File: config.mk
export PLATFORM = sky130hd
export DESIGN_NAME = fft4_stream_flat
export DESIGN_NICKNAME = d
export VERILOG_FILES = /design/src/rtl/fft4_stream_if.sv /design/src/rtl/fft4_stream.sv /design/src/flat_wrapper.sv
export SDC_FILE = /design/constraint.sdc
export NUM_CORES = 1
export LEC_CHECK = 0
export CAP_MARGIN = 25
export CORE_MARGIN = 4
export CORE_UTILIZATION = 47
export DETAILED_ROUTE_END_ITERATION = 10
export PLACE_DENSITY_LB_ADDON = 0.08
export SYNTH_ARGS = -nofsm -noshare
export SYNTH_HDL_FRONTEND = slang
export SYNTH_SLANG_ARGS = --single-unit
File: constraint.sdc
create_clock -name clk_in -period 5.7 [get_ports clk_in]
set_input_delay 1.71 -clock clk_in [delete_from_list [all_inputs] [get_ports clk_in]]
set_output_delay 1.71 -clock clk_in [all_outputs]
set_load 0.005 [all_outputs]
File: src/rtl/fft4_stream_if.sv
// rtl/fft4_stream_if.sv - sample/result handshake bundle for fft4_stream (mag_out present under FFT4_MAG_EN)
interface fft4_stream_if #(
    parameter int IN_W = 10
);
    localparam int OUT_W = IN_W + 3;

    logic                   new_t;
    logic [IN_W-1:0]        sample_in;
    logic                   flush;
    logic                   out_ack;
    logic [4*OUT_W-1:0]     re_out;
    logic [4*OUT_W-1:0]     im_out;
    logic                   done;
    logic                   busy;
    logic                   overrun;
`ifdef FFT4_MAG_EN
    logic [4*(OUT_W+1)-1:0] mag_out;

    modport master (
        output new_t, sample_in, flush, out_ack,
        input  re_out, im_out, done, busy, overrun, mag_out
    );

    modport slave (
        input  new_t, sample_in, flush, out_ack,
        output re_out, im_out, done, busy, overrun, mag_out
    );
`else
    modport master (
        output new_t, sample_in, flush, out_ack,
        input  re_out, im_out, done, busy, overrun
    );

    modport slave (
        input  new_t, sample_in, flush, out_ack,
        output re_out, im_out, done, busy, overrun
    );
`endif
endinterface

File: src/rtl/fft4_stream.sv
// rtl/fft4_stream.sv - streaming 4-point real-input DFT, two butterfly stages, optional |re|+|im| via FFT4_MAG_EN
module fft4_stream #(
    parameter int IN_W      = 10,
    parameter int SIGNED_IN = 0,
    parameter int SHIFT     = 0
) (
    input  logic          clk_in,
    input  logic          reset,
    fft4_stream_if.slave  bus
);
    localparam int OUT_W = IN_W + 3;
    localparam int XW    = IN_W + 1;
    localparam int SW    = IN_W + 2;

    typedef enum logic [1:0] {LOAD, BF1, BF2, OUT} state_t;

    state_t                 state;
    state_t                 state_nx;
    logic                   busy_c;
    logic                   accept;
    logic [1:0]             idx;
    logic signed [XW-1:0]   x [4];
    logic signed [XW-1:0]   sample_ext;
    logic signed [SW-1:0]   s0, d0, s1, d1;
    logic signed [OUT_W-1:0] s0w, s1w, d0w, d1w;
    logic signed [OUT_W-1:0] bin_re [4];
    logic signed [OUT_W-1:0] bin_im [4];
    logic [4*OUT_W-1:0]     re_nx, im_nx;
    logic [4*OUT_W-1:0]     re_q, im_q;
    logic                   done_q;
    logic                   overrun_q;

    // a sample only lands in the frame while loading and not being flushed
    assign accept = (state == LOAD) && bus.new_t && !bus.flush;

    // widen the raw sample by one bit according to its signedness
    always_comb begin
        sample_ext = '0;
        if (SIGNED_IN != 0) begin
            sample_ext = {bus.sample_in[IN_W-1], bus.sample_in};
        end else begin
            sample_ext = {1'b0, bus.sample_in};
        end
    end

    // state register
    always_ff @(posedge clk_in or posedge reset) begin
        if (reset) begin
            state <= LOAD;
        end else begin
            state <= state_nx;
        end
    end

    // next state and busy: load four samples, two butterfly edges, hold until acknowledged
    always_comb begin
        state_nx = state;
        busy_c   = 1'b1;
        case (state)
            LOAD: begin
                busy_c = 1'b0;
                if (accept && idx == 2'd3) begin
                    state_nx = BF1;
                end
            end
            BF1: state_nx = BF2;
            BF2: state_nx = OUT;
            OUT: begin
                if (bus.out_ack) begin
                    state_nx = LOAD;
                end
            end
            default: state_nx = LOAD;
        endcase
    end

    // sample buffer; idx wraps to 0 after the fourth sample, flush only rewinds idx
    always_ff @(posedge clk_in or posedge reset) begin
        if (reset) begin
            idx <= 2'd0;
            for (int n = 0; n < 4; n++) begin
                x[n] <= '0;
            end
        end else if (state == LOAD) begin
            if (bus.flush) begin
                idx <= 2'd0;
            end else if (bus.new_t) begin
                x[idx] <= sample_ext;
                idx    <= idx + 2'd1;
            end
        end
    end

    // first butterfly stage: even/odd pairs one half-period apart
    always_ff @(posedge clk_in or posedge reset) begin
        if (reset) begin
            s0 <= '0;
            d0 <= '0;
            s1 <= '0;
            d1 <= '0;
        end else if (state == BF1) begin
            s0 <= {x[0][XW-1], x[0]} + {x[2][XW-1], x[2]};
            d0 <= {x[0][XW-1], x[0]} - {x[2][XW-1], x[2]};
            s1 <= {x[1][XW-1], x[1]} + {x[3][XW-1], x[3]};
            d1 <= {x[1][XW-1], x[1]} - {x[3][XW-1], x[3]};
        end
    end

    // second butterfly stage: combine with -j twiddle, then scale (floor)
    always_comb begin
        s0w = {s0[SW-1], s0};
        s1w = {s1[SW-1], s1};
        d0w = {d0[SW-1], d0};
        d1w = {d1[SW-1], d1};
        bin_re[0] = (s0w + s1w) >>> SHIFT;
        bin_im[0] = '0;
        bin_re[1] = d0w >>> SHIFT;
        bin_im[1] = (-d1w) >>> SHIFT;
        bin_re[2] = (s0w - s1w) >>> SHIFT;
        bin_im[2] = '0;
        bin_re[3] = d0w >>> SHIFT;
        bin_im[3] = d1w >>> SHIFT;
    end

    // pack bins little-endian: bin k at [k*OUT_W +: OUT_W]
    always_comb begin
        re_nx = '0;
        im_nx = '0;
        for (int k = 0; k < 4; k++) begin
            re_nx[k*OUT_W +: OUT_W] = bin_re[k];
            im_nx[k*OUT_W +: OUT_W] = bin_im[k];
        end
    end

    // result registers and done; bins stay put after done drops
    always_ff @(posedge clk_in or posedge reset) begin
        if (reset) begin
            re_q   <= '0;
            im_q   <= '0;
            done_q <= 1'b0;
        end else if (state == BF2) begin
            re_q   <= re_nx;
            im_q   <= im_nx;
            done_q <= 1'b1;
        end else if (state == OUT && bus.out_ack) begin
            done_q <= 1'b0;
        end
    end

    // sticky overrun: any strobe outside LOAD is lost
    always_ff @(posedge clk_in or posedge reset) begin
        if (reset) begin
            overrun_q <= 1'b0;
        end else if (bus.new_t && state != LOAD) begin
            overrun_q <= 1'b1;
        end
    end

`ifdef FFT4_MAG_EN
    logic [4*(OUT_W+1)-1:0] mag_nx, mag_q;
    logic [OUT_W-1:0]       abs_re [4];
    logic [OUT_W-1:0]       abs_im [4];

    // |re|+|im| of the scaled bins; one extra bit absorbs the sum
    always_comb begin
        mag_nx = '0;
        for (int k = 0; k < 4; k++) begin
            abs_re[k] = bin_re[k][OUT_W-1] ? OUT_W'(-bin_re[k]) : OUT_W'(bin_re[k]);
            abs_im[k] = bin_im[k][OUT_W-1] ? OUT_W'(-bin_im[k]) : OUT_W'(bin_im[k]);
            mag_nx[k*(OUT_W+1) +: (OUT_W+1)] = {1'b0, abs_re[k]} + {1'b0, abs_im[k]};
        end
    end

    // magnitude registered alongside the bins
    always_ff @(posedge clk_in or posedge reset) begin
        if (reset) begin
            mag_q <= '0;
        end else if (state == BF2) begin
            mag_q <= mag_nx;
        end
    end

    assign bus.mag_out = mag_q;
`endif

    assign bus.re_out  = re_q;
    assign bus.im_out  = im_q;
    assign bus.done    = done_q;
    assign bus.busy    = busy_c;
    assign bus.overrun = overrun_q;

endmodule
File: src/flat_wrapper.sv
// flat-port wrapper written by rule: the top's interface ports become plain ports
module fft4_stream_flat 
#(
    parameter int IN_W      = 10,
    parameter int SIGNED_IN = 0,
    parameter int SHIFT     = 0
)
  (clk_in, reset, bus_new_t, bus_sample_in, bus_flush, bus_out_ack, bus_re_out, bus_im_out, bus_done, bus_busy, bus_overrun);
  fft4_stream_if #(.IN_W(IN_W)) bus_i ();
  input  logic clk_in;
  input  logic reset;
  input wire logic [$bits(bus_i.new_t)-1:0] bus_new_t;
  input wire logic [$bits(bus_i.sample_in)-1:0] bus_sample_in;
  input wire logic [$bits(bus_i.flush)-1:0] bus_flush;
  input wire logic [$bits(bus_i.out_ack)-1:0] bus_out_ack;
  output wire logic [$bits(bus_i.re_out)-1:0] bus_re_out;
  output wire logic [$bits(bus_i.im_out)-1:0] bus_im_out;
  output wire logic [$bits(bus_i.done)-1:0] bus_done;
  output wire logic [$bits(bus_i.busy)-1:0] bus_busy;
  output wire logic [$bits(bus_i.overrun)-1:0] bus_overrun;
  assign bus_i.new_t = bus_new_t;
  assign bus_i.sample_in = bus_sample_in;
  assign bus_i.flush = bus_flush;
  assign bus_i.out_ack = bus_out_ack;
  assign bus_re_out = bus_i.re_out;
  assign bus_im_out = bus_i.im_out;
  assign bus_done = bus_i.done;
  assign bus_busy = bus_i.busy;
  assign bus_overrun = bus_i.overrun;
  fft4_stream #(.IN_W(IN_W), .SIGNED_IN(SIGNED_IN), .SHIFT(SHIFT)) u_core (.clk_in(clk_in), .reset(reset), .bus(bus_i));
endmodule
# Word level (Yosys, flattened, before mapping)
# Index checks and enable logic that the tools add are counted.
# word_totals
input_bits	15
register_bits	174
# op_classes
n_eq_ne	6
order_cmp	2
muxes	11
reduce_logical	14
add_sub_neg	8
bitwise	2
# ops
operator	n
$bwmux W44	1
$add A11 B11 Y12	2
$sub A11 B11 Y12	2
$demux W11 S2	1
$add A12 B12 Y13	1
$neg A12 Y13	1
$sub A12 B12 Y13	1
$mux W11	1
$mux W2	4
$pmux W2 S4	1
$eq A2 B2 Y1 const B	3
$logic_and A1 B1 Y1	6
$reduce_bool A2 Y1	3
$ne A2 B2 Y1 const B	2
$reduce_and A2 Y1	2
$ge A3 B3 Y1 const B	1
$lt A3 B1 Y1 const B	1
$mux W1	3
$not A2 Y3	1
$reduce_and A3 Y1	1
$add A2 B1 Y2 const B	1
$eq A2 B1 Y1 const B	1
$logic_not A2 Y1	1
$logic_not A1 Y1	1
$not A1 Y1	1

# Longest topological paths before layout
# Gate-level depths: netlist of the first run.
# depth
depth_word	6
mapped_depth	9

# Least setup slack after synthesis of the first run
# No wires, ideal clock.
# synth_path
kind	input-to-reg
startpoint	input bus_new_t
endpoint	register u_core.x[0] (netlist name)
required_time_ns	5.575
n_path_buf	1
setup_time_ns	0.125
stages	5
setup_slack_ns	2.982
t_arrival_ns	2.593
path_cell_list	nand2_1 -> nor2_1 -> nand2_1 -> clkbuf_1 -> mux2_2
# synth_between
elab_chain_len	1
# synth_lines
element	line	rtl
start: declaration	flat_wrapper.sv:12	input wire logic [$bits(bus_i.new_t)-1:0] bus_new_t;
$reduce_and A3 Y1 (no source line)	--	
end signal: indexed assignment	fft4_stream.sv:88	x[idx] <= sample_ext;
end: declaration	fft4_stream.sv:22	logic signed [XW-1:0] x [4];
# Every way passes these cells.
# A chain may end at the register's enable or synchronous reset.

# Worst setup path after layout of the first run
# layout_path
startpoint	register u_core.state[0]
endpoint	output bus_busy
# layout_between
elab_chain_len	2
# layout_lines
element	line	rtl
start: declaration	fft4_stream.sv:17	state_t state;
start signal: assignment	fft4_stream.sv:51	state <= state_nx;
$logic_not A2 Y1	fft4_stream.sv:59	case (state)
$mux W1	fft4_stream.sv:59	
end: declaration	flat_wrapper.sv:19	output wire logic [$bits(bus_i.busy)-1:0] bus_busy;
# Every way passes these cells.

==> impl_metrics.ini, run 1 <==
[run_status]
outcome = finished clean

[synthesis]
synth_area_per_cell_sq_um = 10.3
ys_seq_area_share_pct = 41.9
synth_top_family_by_area = multiplexers
ys_ff_latch = 150
async_flop_share_pct = 100
yosys.area_share.simple_pct = 9.29
netlist_area_sq_mm = 0.00897
synthCells = 867
synth_flop_cell = dfrtp_1
synth_compound_area_share_pct = 11.6
synth.distinct_cells = 56
synthXorXnorAreaFrac_pct = 4.79
synth_edf_count = 0
ys_warn_count = 0
synthAdderAreaFrac_pct = 11.4
muxShareOfSynthArea_pct = 12.6
synth.area.top_cells = dfrtp_1 42%, mux2_2 12%, ha_1 10%
synth_area_leader_cell = dfrtp_1
synth_top_area_share_pct = 41.9

[worst_hold_path]
hold_start = u_core.bus.overrun
hold_end = u_core.bus.overrun
whs_path_depth = 1
worst_hold_path_type = flop to flop

[clock_tree]
postCtsSetupRepairBufs = 0
clk_latency_ns = 0.42
cts_tree = yes
cts_buffer_depth = 2
clk_pin_slew_ns = 0.06
cts_root_buf = clkbuf_16
cts_sinks = 150
cts-hold-fix-buffers = 0
cts_resized = 0
htree_num_levels = 4
numCtsBuffers = 17

[grt]
grt_antenna_before_repair = 0
grt_pass1_vias = 6245
grt_usage_pct = 18.2
grt_pass1_wl_mm = 31.9
globalRouteOverflowTotal = 0
grt_max_degree = 83

[sta]
worst_slew_pin_slew_ns = 0.754
fin_crit_sh_pct = 61.4
finClkSkew_ns = 0.00879
drv_slew = 0
setup_tns_ns = 0
rsz0062_at_grt = false
fmax_mhz = 286
finalHoldViolCount = 0
finalCriticalPeriod_ns = 3.50
slew-limit-headroom_pct = 49.7
setup_violations = 0

[critical_path]
critPathSlowestCell = clkdlybuf4s50_1
end_kind = primary output
cpMostUsedCell = inv_1
worstPathArrival_ns = 1.79
critPathRequiredTime_ns = 3.99
r2r_slack_ns = 3.01
reg2reg_to = u_core.s0[8]
cp_max_fo = 6
cp_top_family = buffers and inverters
reg2regPathDepth = 8
timing.rr.start = u_core.x[11]
critPathBufInv = 3
critPathKind = flop to primary output
worstPathCellList = inv_1, ha_1, inv_1, clkdlybuf4s50_1
max_stage_delay_ns = 0.51
crit_path_start_kind = flop

[floorplan]
die_h_um = 146
ioPinCount = 122
die_w_um = 146
die_area_sq_mm = 0.0214
core_sq_mm = 0.0188
initial_utilization_pct = 47.8
row_count = 50

[pwr]
ir_worst_vdd_mv = 0.283
p_leak_nw = 4.66
p_per_area_mw_per_mm2 = 734

[job]
cap_violations = 0

[route]
dr_total_vias = 6180
firstDrtPassIters = 5
drcViolationCount = 0
wirelength_mm = 19.0
avgRoutedWirePerCell_um = 16.1
vias_per_cell = 5.25
ant_nets = 0
drtIter0Drc = 268

[placed_design]
dpl.hpwl_mm = 14.2
place_area_sq_mm = 0.00986
io_buffer_count = 94
place.gp.congestion = 0.837

[layout]
nFillCells = 1655
synthToLayoutAreaGrowth_pct = 16.9
fin_nets = 1024
antenna_cells = 0
design_area_sq_mm = 0.0105
drive_above_1_share_pct = 15.5
==> cells by family (layout without fill, tap and decap cells) <==
logic type               Yosys count  after routing
AND/OR/NAND/NOR                  174            174
AO/OA/AOI/OAI                    163            163
buffers and inverters            152            202
flip-flops                       150            150
multiplexers                     100            100
adder cells (fa/ha/maj)           78             78
XOR/XNOR                          49             49
other                              1             27
==> stage by stage <==
stage	utilization, %	hold slack, ns	total power, mW	std cells	setup slack, ns
finish	55.9	0.463	7.70	1177	2.20
global placement	52.5	0.441	6.45	1145	2.16
global route	55.9	0.500	8.37	1177	2.10
floorplan	-	0.448	5.19	893	2.10
CTS	55.8	0.465	7.75	1176	2.16
detailed placement	52.5	0.452	6.55	1145	2.06
==> registers in the layout, summed over array words and instances, names as in the netlist <==
signal and count:
u_core.bus.re_out 36, u_core.state 2, u_core.s1 10, u_core.bus.overrun 1, u_core.idx 2, u_core.s0 10, u_core.d0 12, u_core.d1 12
u_core.bus.im_out 24, u_core.bus.done 1, u_core.x 40
==> power breakdown <==
part           internal (mW)  leakage (nW)  switching [mW]  total, mW
Clock                  0.731         0.299           0.418       1.15
Combinational           2.22          2.57            2.27       4.49
Sequential              1.62          1.80           0.440       2.06
Total                   4.58          4.66            3.13       7.70
==> Yosys cell counts (all sizes together), types with 12 or more instances <==
| library cell | number |
|---|---|
| clkbuf | 23 |
| o21ai | 36 |
| a21oi | 53 |
| nand2 | 31 |
| o31ai | 12 |
| nand2b | 12 |
| mux2 | 98 |
| inv | 72 |
| dfrtp | 150 |
| nor2b | 19 |
| buf | 57 |
| ha | 72 |
| xnor2 | 42 |
| nor2 | 78 |
==> layout by cell type (no fill, tap or decap), types with 7 or more instances in the layout <==
master and count:
mux2_2 97, clkdlybuf4s50_1 94, a31oi_1 7, xnor2_1 42
nand2b_1 12, nand2_1 29, o31ai_1 12, conb_1 27
o21ai_0 36, dfrtp_1 150, clkbuf_16 17, nor2b_1 19
ha_1 70, nor3_1 7, xor2_1 7, o21a_1 10
a21oi_1 53, a21o_1 7, nand3_1 9, nor2_1 78
inv_1 71
==> cell type report <==
cell class	count	area, sq um	share of cell area, %
multi-input cells	591	4550	43.4
flip-flops and latches	150	3750	35.8
repair buffers	99	1000	9.57
clock buffers	23	488	4.65
well taps	234	293	2.79
inverters	72	274	2.61
clock inverters	8	121	1.16
==> layer usage <==
layer / vias to the layer above / share of wire, % / global-route usage (%)
li1: 3006 / - / -
met1: 3010 / 46 / 23.8
met2: 136 / 49 / 30.7
met3: 28 / 3.6 / 3.26
met4: 0 / 1.6 / 6.02
met5: - / 0 / 0
==> worst register-to-register path, delay by kind of cell (launching register included) <==
| family | cells | cell delay [ns] |
|---|---|---|
| AOI/OAI and AO/OA | 2 | 0.54 |
| adders and majority gates | 2 | 0.63 |
| xor gates and xnor gates | 1 | 0.30 |
| DFF | 1 | 0.40 |
| and+or+nand+nor | 3 | 0.67 |
==> how the worst max path moves through the flow <==
stage	startpoint	end	slack [ns]	depth (start not counted)
after floorplan	reset	u_core.bus.done	2.10	1
after global placement	bus_new_t	u_core.state[0]	2.16	7
after detailed placement	bus_new_t	u_core.state[0]	2.06	7
after CTS	u_core.state[0]	bus_busy	2.16	4
after global routing	u_core.state[1]	bus_busy	2.10	4
final	u_core.state[0]	bus_busy	2.20	4
Power figures use the tool's default switching activity.
==> run 2: changes to the inputs <==
==> constraint.sdc (replaced) <==
create_clock -name clk_in -period 2.9 [get_ports clk_in]
set_input_delay 0.87 -clock clk_in [delete_from_list [all_inputs] [get_ports clk_in]]
set_output_delay 0.87 -clock clk_in [all_outputs]
set_load 0.005 [all_outputs]
==> impl_metrics.ini, run 2 (synthesized netlist as in run 1, its figures left out) <==
[sta]
finalCriticalPeriod_ns = 2.69
drv_slew = 0
slew-limit-headroom_pct = 52.8
finClkSkew_ns = 0.00969
fin_crit_sh_pct = 92.8
fmax_mhz = 372
setup_tns_ns = 0
setup_violations = 0
worst_slew_pin_slew_ns = 0.699
finalHoldViolCount = 0
rsz0062_at_grt = false

[route]
dr_total_vias = 6185
drtIter0Drc = 244
drcViolationCount = 0
vias_per_cell = 5.25
avgRoutedWirePerCell_um = 16.0
ant_nets = 0
wirelength_mm = 18.9
firstDrtPassIters = 5

[clock_tree]
htree_num_levels = 4
cts_buffer_depth = 2
numCtsBuffers = 17
postCtsSetupRepairBufs = 0
cts_root_buf = clkbuf_16
clk_pin_slew_ns = 0.06
cts_sinks = 150
cts-hold-fix-buffers = 0
cts_resized = 0
cts_tree = yes
clk_latency_ns = 0.42

[worst_hold_path]
whs_path_depth = 1
hold_start = u_core.bus.overrun
worst_hold_path_type = flop to flop
hold_end = u_core.bus.overrun

[critical_path]
end_kind = primary output
timing.rr.start = u_core.x[11]
cp_top_family = buffers and inverters
cpMostUsedCell = inv_1
reg2regPathDepth = 8
critPathBufInv = 3
critPathRequiredTime_ns = 2.03
cp_max_fo = 6
critPathKind = flop to primary output
worstPathCellList = inv_1, ha_1, inv_1, clkdlybuf4s50_1
critPathSlowestCell = clkdlybuf4s50_1
r2r_slack_ns = 0.37
max_stage_delay_ns = 0.53
crit_path_start_kind = flop
reg2reg_to = u_core.s0[8]
worstPathArrival_ns = 1.82

[job]
cap_violations = 0

[pwr]
p_leak_nw = 4.67
ir_worst_vdd_mv = 0.537
p_per_area_mw_per_mm2 = 1440
power_mw = 15.1

[floorplan]
row_count = 50
initial_utilization_pct = 47.8
die_w_um = 146
die_area_sq_mm = 0.0214
die_h_um = 146
ioPinCount = 122
core_sq_mm = 0.0188

[grt]
grt_max_degree = 105
grt_antenna_before_repair = 0
grt_pass1_vias = 6275
grt_usage_pct = 18.1
grt_pass1_wl_mm = 31.5
globalRouteOverflowTotal = 0

[layout]
antenna_cells = 0
fin_util_pct = 55.9
layout.cells.most_common = dfrtp_1
design_area_sq_mm = 0.0105
instances_no_fill = 1178
synthToLayoutAreaGrowth_pct = 17.0
largest_reg_flops = 40
regMostFlops = u_core.x
fin_nets = 1026
final_cell_mix = 150 x dfrtp_1, 97 x mux2_2, 94 x clkdlybuf4s50_1
drive_above_1_share_pct = 15.7

[placed_design]
place_area_sq_mm = 0.00989
io_buffer_count = 94
placed_cells = 1148
place.gp.congestion = 0.904
dpl.hpwl_mm = 14.1

[run_status]
outcome = finished clean
-- run 2: final cells by class --
cell class                 count  area [sq um]
sequential                   150          3750
clock inverter                 9           126
multi-input combinational    591          4550
timing repair buffer         101          1020
fill                        1642          8280
inverter                      72           274
tap                          234           293
clock buffer                  21           470
-- run 2: how the worst max path moves through the flow --
stage | slack, ns | cells past startpoint | from | end
2_1_floorplan | 0.14 | 1 | reset | u_core.bus.done
3_3_place_gp | 0.25 | 5 | bus_new_t | u_core.x[18]
3_5_place_dp | 0.21 | 5 | bus_new_t | u_core.x[16]
4_1_cts | 0.19 | 4 | u_core.state[0] | bus_busy
5_1_grt | 0.09 | 8 | u_core.x[11] | u_core.s0[8]
6_report | 0.21 | 4 | u_core.state[0] | bus_busy
-- run 2: where the power goes --
group          switching [mW]  leakage [nW]  internal [mW]  total (mW)
Combinational            4.41          2.58           4.39        8.80
Sequential              0.873          1.80           3.19        4.06
Clock                   0.804         0.295           1.41        2.21
-- run 2: layer usage --
metal,share of wire [%],track usage [%],wire length (um)
met3,3.6,3.29,683
met4,1.3,6.49,248
met2,50,30.5,9440
met5,0,0,0
met1,45,23.3,8500
-- run 2: stage by stage --
step	hold slack [ns]	worst slack, ns
3_3_place_gp	0.440	0.255
6_report	0.457	0.209
3_5_place_dp	0.447	0.206
2_1_floorplan	0.448	0.141
4_1_cts	0.456	0.194
5_1_grt	0.478	0.0907
-- run 2: worst reg2reg max path, cell delays in order, from the launching register on --
cell and delay (ns):
dfrtp_1 0.40, ha_1 0.23, fa_1 0.40, nor2b_1 0.16
or3_1 0.33, a2111oi_0 0.45, nor2_1 0.16, xnor2_1 0.16
a21oi_1 0.08
